<file path="src/rtl/fetch_pkg.sv">
// Shared types for the instruction prefetch slice: fetch FSM encoding and the
// {pc, ir} fetch-buffer entry layout.
package fetch_pkg;

  localparam int XLEN = 32;
  localparam logic [XLEN-1:0] RESET_PC_DEFAULT = 32'h0000_0000;

  typedef enum logic [1:0] {
    ST_IDLE = 2'd0,
    ST_WAIT = 2'd1,
    ST_DROP = 2'd2
  } fetch_state_e;

  typedef struct packed {
    logic [XLEN-1:0] pc;
    logic [XLEN-1:0] ir;
  } fetch_entry_t;

  function automatic logic [XLEN-1:0] word_align(input logic [XLEN-1:0] addr);
    return {addr[XLEN-1:2], 2'b00};
  endfunction

endpackage

</file>
<file path="src/rtl/fetch_fifo.sv">
// Synchronous fetch buffer with flush, push, pop and occupancy count; the head
// entry is visible combinationally so a pushed word reaches decode next cycle.
module fetch_fifo
  import fetch_pkg::*;
#(
  parameter int DEPTH = 4
) (
  input  logic                     clk,
  input  logic                     rst,
  input  logic                     flush,
  input  logic                     push,
  input  fetch_entry_t             push_data,
  input  logic                     pop,
  output fetch_entry_t             head,
  output logic [$clog2(DEPTH):0]   count
);

  localparam int AW = $clog2(DEPTH);
  localparam int CW = AW + 1;
  localparam logic [CW-1:0] FULL = CW'(DEPTH);

  fetch_entry_t  mem_q [DEPTH];
  logic [AW-1:0] wr_ptr_q, wr_ptr_d;
  logic [AW-1:0] rd_ptr_q, rd_ptr_d;
  logic [CW-1:0] count_q, count_d;
  logic          do_push, do_pop;

  // Flush wins over everything; a pop is only honoured on a non-empty buffer.
  assign do_pop  = pop && !flush && (count_q != '0);
  assign do_push = push && !flush && ((count_q != FULL) || do_pop);

  always_comb begin
    wr_ptr_d = wr_ptr_q;
    rd_ptr_d = rd_ptr_q;
    count_d  = count_q;
    if (flush) begin
      wr_ptr_d = '0;
      rd_ptr_d = '0;
      count_d  = '0;
    end else begin
      if (do_push) wr_ptr_d = wr_ptr_q + 1'b1;
      if (do_pop)  rd_ptr_d = rd_ptr_q + 1'b1;
      case ({do_push, do_pop})
        2'b10:   count_d = count_q + 1'b1;
        2'b01:   count_d = count_q - 1'b1;
        default: count_d = count_q;
      endcase
    end
  end

  always_ff @(posedge clk or negedge rst) begin
    if (!rst) begin
      wr_ptr_q <= '0;
      rd_ptr_q <= '0;
      count_q  <= '0;
    end else begin
      wr_ptr_q <= wr_ptr_d;
      rd_ptr_q <= rd_ptr_d;
      count_q  <= count_d;
    end
  end

  always_ff @(posedge clk) begin
    if (do_push) mem_q[wr_ptr_q] <= push_data;
  end

  assign head  = mem_q[rd_ptr_q];
  assign count = count_q;

endmodule

</file>
<file path="src/rtl/instruction_prefetch.sv">
// Single-outstanding instruction prefetcher: issues word fetches, buffers the
// responses with their PCs, and flushes/retargets on a redirect.
module instruction_prefetch
  import fetch_pkg::*;
#(
  parameter int              DEPTH    = 4,
  parameter logic [XLEN-1:0] RESET_PC = RESET_PC_DEFAULT
) (
  input  logic            clk,
  input  logic            rst,
  output logic            imem_req,
  output logic [XLEN-1:0] imem_addr,
  input  logic            imem_gnt,
  input  logic            imem_rvalid,
  input  logic [XLEN-1:0] imem_rdata,
  input  logic            redirect,
  input  logic [XLEN-1:0] redirect_pc,
  output logic            if_valid,
  input  logic            if_ready,
  output logic [XLEN-1:0] if_ir,
  output logic [XLEN-1:0] if_pc,
  output logic [XLEN-1:0] if_npc
);

  localparam int CW = $clog2(DEPTH) + 1;
  localparam logic [CW-1:0] FULL = CW'(DEPTH);

  fetch_state_e    state_q, state_d;
  logic [XLEN-1:0] fetch_pc_q, fetch_pc_d;
  logic [XLEN-1:0] req_pc_q, req_pc_d;

  logic            fifo_push, fifo_pop;
  fetch_entry_t    fifo_head, push_entry;
  logic [CW-1:0]   fifo_count;
  logic            buf_nonempty;

  assign buf_nonempty = (fifo_count != '0);

  always_ff @(posedge clk or negedge rst) begin
    if (!rst) begin
      state_q    <= ST_IDLE;
      fetch_pc_q <= RESET_PC;
      req_pc_q   <= RESET_PC;
    end else begin
      state_q    <= state_d;
      fetch_pc_q <= fetch_pc_d;
      req_pc_q   <= req_pc_d;
    end
  end

  always_comb begin
    state_d    = state_q;
    fetch_pc_d = fetch_pc_q;
    req_pc_d   = req_pc_q;
    if (redirect) begin
      fetch_pc_d = word_align(redirect_pc);
      // A request still in flight must have its response swallowed.
      if (state_q != ST_IDLE) state_d = imem_rvalid ? ST_IDLE : ST_DROP;
    end else begin
      case (state_q)
        ST_IDLE: begin
          if (imem_req && imem_gnt) begin
            state_d    = ST_WAIT;
            req_pc_d   = fetch_pc_q;
            fetch_pc_d = fetch_pc_q + 32'd4;
          end
        end
        ST_WAIT: if (imem_rvalid) state_d = ST_IDLE;
        ST_DROP: if (imem_rvalid) state_d = ST_IDLE;
        default: state_d = ST_IDLE;
      endcase
    end
  end

  always_comb begin
    imem_req  = rst && (state_q == ST_IDLE) && (fifo_count < FULL) && !redirect;
    imem_addr = fetch_pc_q;
    fifo_push = (state_q == ST_WAIT) && imem_rvalid && !redirect;
    if_valid  = buf_nonempty && !redirect;
    fifo_pop  = if_valid && if_ready;
    if_ir     = buf_nonempty ? fifo_head.ir : '0;
    if_pc     = buf_nonempty ? fifo_head.pc : '0;
    if_npc    = buf_nonempty ? fifo_head.pc + 32'd4 : '0;
  end

  assign push_entry = '{pc: req_pc_q, ir: imem_rdata};

  fetch_fifo #(
    .DEPTH(DEPTH)
  ) u_fifo (
    .clk      (clk),
    .rst      (rst),
    .flush    (redirect),
    .push     (fifo_push),
    .push_data(push_entry),
    .pop      (fifo_pop),
    .head     (fifo_head),
    .count    (fifo_count)
  );

endmodule

</file>
<file path="config.mk">
export PLATFORM = sky130hd
export DESIGN_NAME = instruction_prefetch
export DESIGN_NICKNAME = d
export VERILOG_FILES = /design/src/rtl/fetch_pkg.sv /design/src/rtl/fetch_fifo.sv /design/src/rtl/instruction_prefetch.sv
export SDC_FILE = /design/constraint.sdc
export NUM_CORES = 1
export LEC_CHECK = 0
export BUFFER_PORTS_ARGS = -buffer_cell sky130_fd_sc_hd__buf_2
export CAP_MARGIN = 20
export CORE_ASPECT_RATIO = 1.4
export CORE_UTILIZATION = 57
export DETAILED_ROUTE_END_ITERATION = 6
export PLACE_DENSITY = 0.8
export SLEW_MARGIN = 20
export SYNTH_ARGS = -nofsm -noshare
export SYNTH_HDL_FRONTEND = slang
export SYNTH_SLANG_ARGS = --single-unit
</file>
<file path="constraint.sdc">
create_clock -name clk -period 3.81 [get_ports clk]
set_input_delay 0.1905 -clock clk [delete_from_list [all_inputs] [get_ports clk]]
set_output_delay 0.1905 -clock clk [all_outputs]
set_load 0.02 [all_outputs]
</file>
# After elaboration in Yosys (flattened, before gate mapping)
# Memory sizes are Yosys's and may differ from the RTL's.
# Index checks and enable logic that the tools add are counted.
# totals
output_inout_bits,130
n_memories,1
word_cells,69
register_bits,73
input_bits,70
ram_bits,256
# memory_table
memory,words,word_bits,rd,rd_clocked_by_memory_dff,wr,line,source
u_fifo.mem_q,4,64,1,0,1,fetch_fifo.sv:22,fetch_entry_t mem_q [DEPTH];
# op_classes
n_addsub,6
muxes,20
reduce_logical,26
n_lt_le_gt_ge,1
n_bitwise,1
eq_ne,8
# ops
op,n
two-way mux 32 bit,6
"adder 32 x 3 -> 32 bit, second input constant",2
two-way mux 2 bit,9
logical AND 1 bit,12
nonzero test 2 bit,5
"inequality test 3 bit, second input constant",2
one-hot mux 3 bit (2 select lines),1
AND reduction 3 bit,2
nonzero test 3 bit,2
"adder 2 x 1 -> 2 bit, second input constant",2
"== test 2 x 1 -> 1 bit, second input constant",2
"== test 2 bit, second input constant",2
one-hot mux 2 bit (2 select lines),1
"adder 3 x 1 -> 3 bit, second input constant",1
"< comparator 3 bit, second input constant",1
two-way mux 3 bit,1
"inequality test 3 x 1 -> 1 bit, second input constant",1
"subtractor 3 x 1 -> 3 bit, second input constant",1
zero test 2 bit,1
two-way mux 1 bit,2
"inequality test 2 x 1 -> 1 bit, second input constant",1
AND reduction 2 bit,1
OR reduction 2 bit,1
zero test 1 bit,1
2 further kinds,2

# Longest topological paths before layout
# logic_depth
depth_word,10
depth_mapped,10
ltp_nobuf,10

# Modules after synthesis
# A second synthesis with hierarchy kept.
# unflattened
cells_unflattened,925
hier_area_um2,13954.6
# by_module_without_submodules
mod,area_each_um2,cells_each,n_inst,seq_area_each_um2
fetch_fifo,9794.4,398,1,7862.5
instruction_prefetch,4160.2,527,1,1551.5

# Worst setup path after synthesis
# Ideal clock, no wire load.
# synth_timing
kind,register -> register
start,reg state_q[1]
end,mem u_fifo.mem_q[0][0] (netlist bit) (enable)
path_slack_ns,0.590
t_required_ns,3.384
stages_incl_launch_ff,6
setup_time_ns,0.426
n_path_buf,0
synth_period_minus_slack_ns,3.220
t_arrival_ns,2.793
cell_sequence,dfrtp_1 inv_1 ha_1 nand2_1 a311oi_1 and2_1
# synth_between
elab_chain_cells,7
# synth_rtl
element,line,source
from (decl),instruction_prefetch.sv:28,"fetch_state_e state_q, state_d;"
from (signal assigned),instruction_prefetch.sv:45,state_q <= state_d;
== test 2 x 1 -> 1 bit,instruction_prefetch.sv:78,fifo_push = (state_q == ST_WAIT) && imem_rvalid && !redirect;
logical AND 1 bit (2 in a row),instruction_prefetch.sv:78,
logical AND 1 bit (2 in a row),fetch_fifo.sv:30,assign do_push = push && !flush && ((count_q != FULL) || do_pop);
two-way mux 1 bit,fetch_fifo.sv:64,if (do_push) mem_q[wr_ptr_q] <= push_data;
two-way mux 1 bit (not written as such),fetch_fifo.sv:64,
to (decl),fetch_fifo.sv:22,
# Every way passes these cells.

# Final worst setup path
# layout_timing
start,reg u_fifo.rd_ptr_q[0]
end,out if_npc[29]
# layout_between
elab_chain_cells,3
# layout_rtl
element,line,source
from (decl),fetch_fifo.sv:24,"logic [AW-1:0] rd_ptr_q, rd_ptr_d;"
from (signal assigned),fetch_fifo.sv:58,rd_ptr_q <= rd_ptr_d;
memory read (4 x 64 bit),-,
adder 32 x 3 -> 32 bit,instruction_prefetch.sv:83,if_npc = buf_nonempty ? fifo_head.pc + 32'd4 : '0;
two-way mux 32 bit,instruction_prefetch.sv:83,
to (decl),instruction_prefetch.sv:22,output logic [XLEN-1:0] if_npc
# Every way passes these cells.

==> impl_results.md <==
- Initial Util: 58.47%
- Syn Area/Cell: 14.79 um2
- CP Max Fanout: 17
- Die W: 133.1 um
- Clk_lat worst skew: 540 ps
- Routed Antenna Nets: 0
- RSZ-0062 raised after global routing: no
- Synth warn: 0
- Asr flop ratio synth: 21.77%
- Post-synthesis register bit count: 317
- WL per Instance: 20.26 um
- Seq/Total Area, Yosys: 66.90%
- Worst Hold Class: primary input to flip-flop
- EDFF count, synth: 248
- Yosys cell types: 68
- 1st-pass router iterations: 7
- Synth Cell Area: 0.01371 mm2
- Sw power: 3.391 mW
- Post-route DRC: 0
- Sw Ratio: 33.04%
- Clk network pwr share: 27.1%
- TritonCTS clock tree: done
- Routability cong.: 0.8683
- Worst Tran Pin Value: 878.4 ps
- Fmax: 271.9 MHz
- P_int: 6.871 mW
- Top FF cell, synth: edfxtp_1
- Top-area cell type share of the netlist area: 54.31%
- Post-DP Area: 0.01504 mm2
- Largest net degree at the start of global routing: 70
- Required @ worst endpoint: 3620 ps
- Fin. Hold Viols: 0
- DP Wirelength: 19240 um
- Initial antenna violation count: 0
- Max-slew violation count: 0
- Layout cell share with drive strength beyond 1: 28.30%
- Fin Clk Skew: 6.978 ps
- First-pass GRT wire length: 47680 um
- GRT Overall Usage: 25.02%
- Pwr Density: 616.4 mW/mm2
- Cell area after layout: 0.01665 mm2
- Synth top area cells: edfxtp_1 (54%), dfrtp_1 (13%), mux4_2 (8.7%), nand2_1 (3.4%), and2_1 (3.4%)
- Endpoints failing setup: 0
- Max-cap violations: 0
- Vias per cell: 5.908
- DRT iter0 DRCs: 662
- Mapped Cells: 927
- Core ar.: 0.02345 mm2
- NumNets Final: 1276
- CP Launch Type: flip-flop
- Comb pwr share: 28.7%
- Setup CP Type: flip-flop to output pin
- Leading area contributor after synthesis: edfxtp_1
- Status: complete, no violations
- Vias in the first global route: 8965
- DR vias: 9009
- Clock sinks: 317
- WP data arrival: 3490 ps
- Final Critical Period: 3677 ps
- Area growth syn-to-layout: 21.39%
- Placed insts: 1403
- Fin cells: 1525
- CTS Buffer Depth: 3
- Number of buffers created by CTS: 29
- Htree depth: 1
- Leak: 6.398 nW
- Die Ht: 185.5 um
- Port Buffers: 191
- Setup TNS: 0 ps
- Routed Wire Length: 30890 um
- CTS root buf: clkbuf_16
- Core Rows: 66
- Worst slew margin: 41.04%
- Pwr Total: 10.26 mW
- Peak supply drop: 449.5 uV
- Overflow after GRT: 0
- DIE AREA: 0.02469 mm2
- Period utilization: 96.52%
- N_diodes: 0
- Clock-pin slew on the worst setup and hold paths: 60 ps
- Sequential Power Share: 44.2%
- Total I/O pin count: 200
- Worst setup EP type: output pin
## routing by layer
| layer | up-vias | wire (um) | track usage [%] |
|---|---|---|---|
| met5 | - | 0 | 0 |
| met1 | 4451 | 11920 | 31.51 |
| met3 | 56 | 2277 | 3.540 |
| met2 | 422 | 15870 | 44.67 |
| met4 | 0 | 816 | 8.364 |
| li1 | 4080 | - | - |
## power by group through the flow
stage | registers, mW | clock network, mW | logic (mW)
after floorplan | 4.50 | 0 | 1.95
after global placement | 4.58 | 0 | 2.78
after detailed placement | 4.61 | 0 | 2.83
after CTS | 4.54 | 2.83 | 2.91
after global routing | 4.58 | 2.95 | 3.16
final | 4.54 | 2.78 | 2.94
## cells by family after synthesis
family	count (synthesis)	synth area share (%)
multiplexers	73	11.18
AO/OA/AOI/OAI	103	4.927
flip-flops	317	66.90
other	1	0.02735
XOR/XNOR	17	1.086
adder cells (fa/ha/maj)	9	0.8759
buffers and inverters	65	2.290
AND/OR/NAND/NOR	342	12.72
## flip-flops by register name, indices dropped and copies added (netlist names)
register,cells
req_pc_q,30
u_fifo.wr_ptr_q,2
u_fifo.mem_q,248
u_fifo.count,3
u_fifo.rd_ptr_q,2
state_q,2
imem_addr,30
## cell type report
| type | instances | area (um2) |
|---|---|---|
| multi-input combinational | 550 | 4258 |
| clock inverter | 20 | 157.7 |
| sequential | 317 | 9179 |
| tap | 306 | 382.9 |
| timing repair buffer | 286 | 1859 |
| inverter | 13 | 48.80 |
| fill | 1467 | 6807 |
| clock buffer | 33 | 760.7 |
## layout by cell type, fill, tap and decap left out, types with 3 or more instances in the layout
master / synthesis / final
edfxtp_1: 248 / 248
buf_2: 10 / 191
nand2_1: 126 / 125
and2_1: 74 / 70
dfrtp_1: 69 / 67
dlygate4sd3_1: 0 / 63
mux4_2: 53 / 53
nor2_1: 38 / 38
o21ai_0: 32 / 32
clkbuf_16: 0 / 29
buf_4: 7 / 28
nand3_1: 25 / 25
a21oi_1: 22 / 22
nand4_1: 17 / 17
inv_1: 12 / 12
nor3_1: 12 / 11
or3_1: 10 / 9
nor4_1: 9 / 9
xnor2_1: 9 / 9
clkinv_1: 1 / 8
mux4_1: 8 / 8
and4_1: 8 / 8
xor2_1: 8 / 8
ha_1: 8 / 8
mux2_2: 7 / 7
and3_1: 6 / 6
a21o_1: 6 / 6
conb_1: 1 / 6
mux2i_1: 5 / 5
a221o_1: 5 / 5
clkinv_2: 0 / 5
or4_1: 4 / 4
and2_2: 0 / 4
a31oi_1: 4 / 4
o22ai_1: 4 / 4
o41ai_1: 3 / 3
o211ai_1: 3 / 3
## worst max-delay path: stages (launching register included)
cell	delay, ps
dfrtp_4	600
buf_4	190
mux4_2	420
nand4_1	190
or4_1	750
or3_1	410
a21oi_1	180
buf_2	210
## final timing paths
check	start	to	slack, ps	depth (start not counted)
min in group asynchronous	rst	imem_addr[10]	480	3
worst min register to register	req_pc_q[31]	u_fifo.mem_q[2][63]	520	0
worst max-delay path	u_fifo.rd_ptr_q[0]	if_npc[29]	130	7
max in group asynchronous	rst	u_fifo.rd_ptr_q[0]	2670	3
worst min-delay path	redirect_pc[23]	imem_addr[23]	40	3
worst max register to register	state_q[1]	imem_addr[7]	790	7
## metrics by stage
stage          util (%)  hold slack (ps)  worst slack, ps
2_1_floorplan         -           -105.1            590.4
3_3_place_gp      64.15            398.3            563.8
3_5_place_dp      64.15            403.4            563.8
4_1_cts           70.77            13.53            85.40
5_1_grt           70.98            70.24            50.72
6_report          70.98            38.60            132.6
## repair_timing
| item | 4_1_cts | 5_1_grt |
|---|---|---|
| buffers inserted | 0 | 6 |
| hold buffers | 63 | 0 |
| pin swaps | 0 | 0 |
| resized for setup | 1 | 1 |
| endpoints found under the setup margin | 1 | 3 |
| endpoints found under the hold margin | 227 | 0 |
## cells in the mapped netlist, drive strengths merged (4+ instances only)
| cell | count |
|---|---|
| a21o | 6 |
| a21oi | 22 |
| a221o | 5 |
| a31oi | 4 |
| and2 | 74 |
| and3 | 6 |
| and4 | 8 |
| buf | 24 |
| clkbuf | 28 |
| dfrtp | 69 |
| edfxtp | 248 |
| ha | 8 |
| inv | 12 |
| mux2 | 7 |
| mux2i | 5 |
| mux4 | 61 |
| nand2 | 127 |
| nand3 | 26 |
| nand4 | 18 |
| nor2 | 38 |
| nor3 | 12 |
| nor4 | 10 |
| o21ai | 32 |
| o22ai | 4 |
| or3 | 10 |
| or4 | 5 |
| xnor2 | 9 |
| xor2 | 8 |
(Power assumes the default switching activity.)
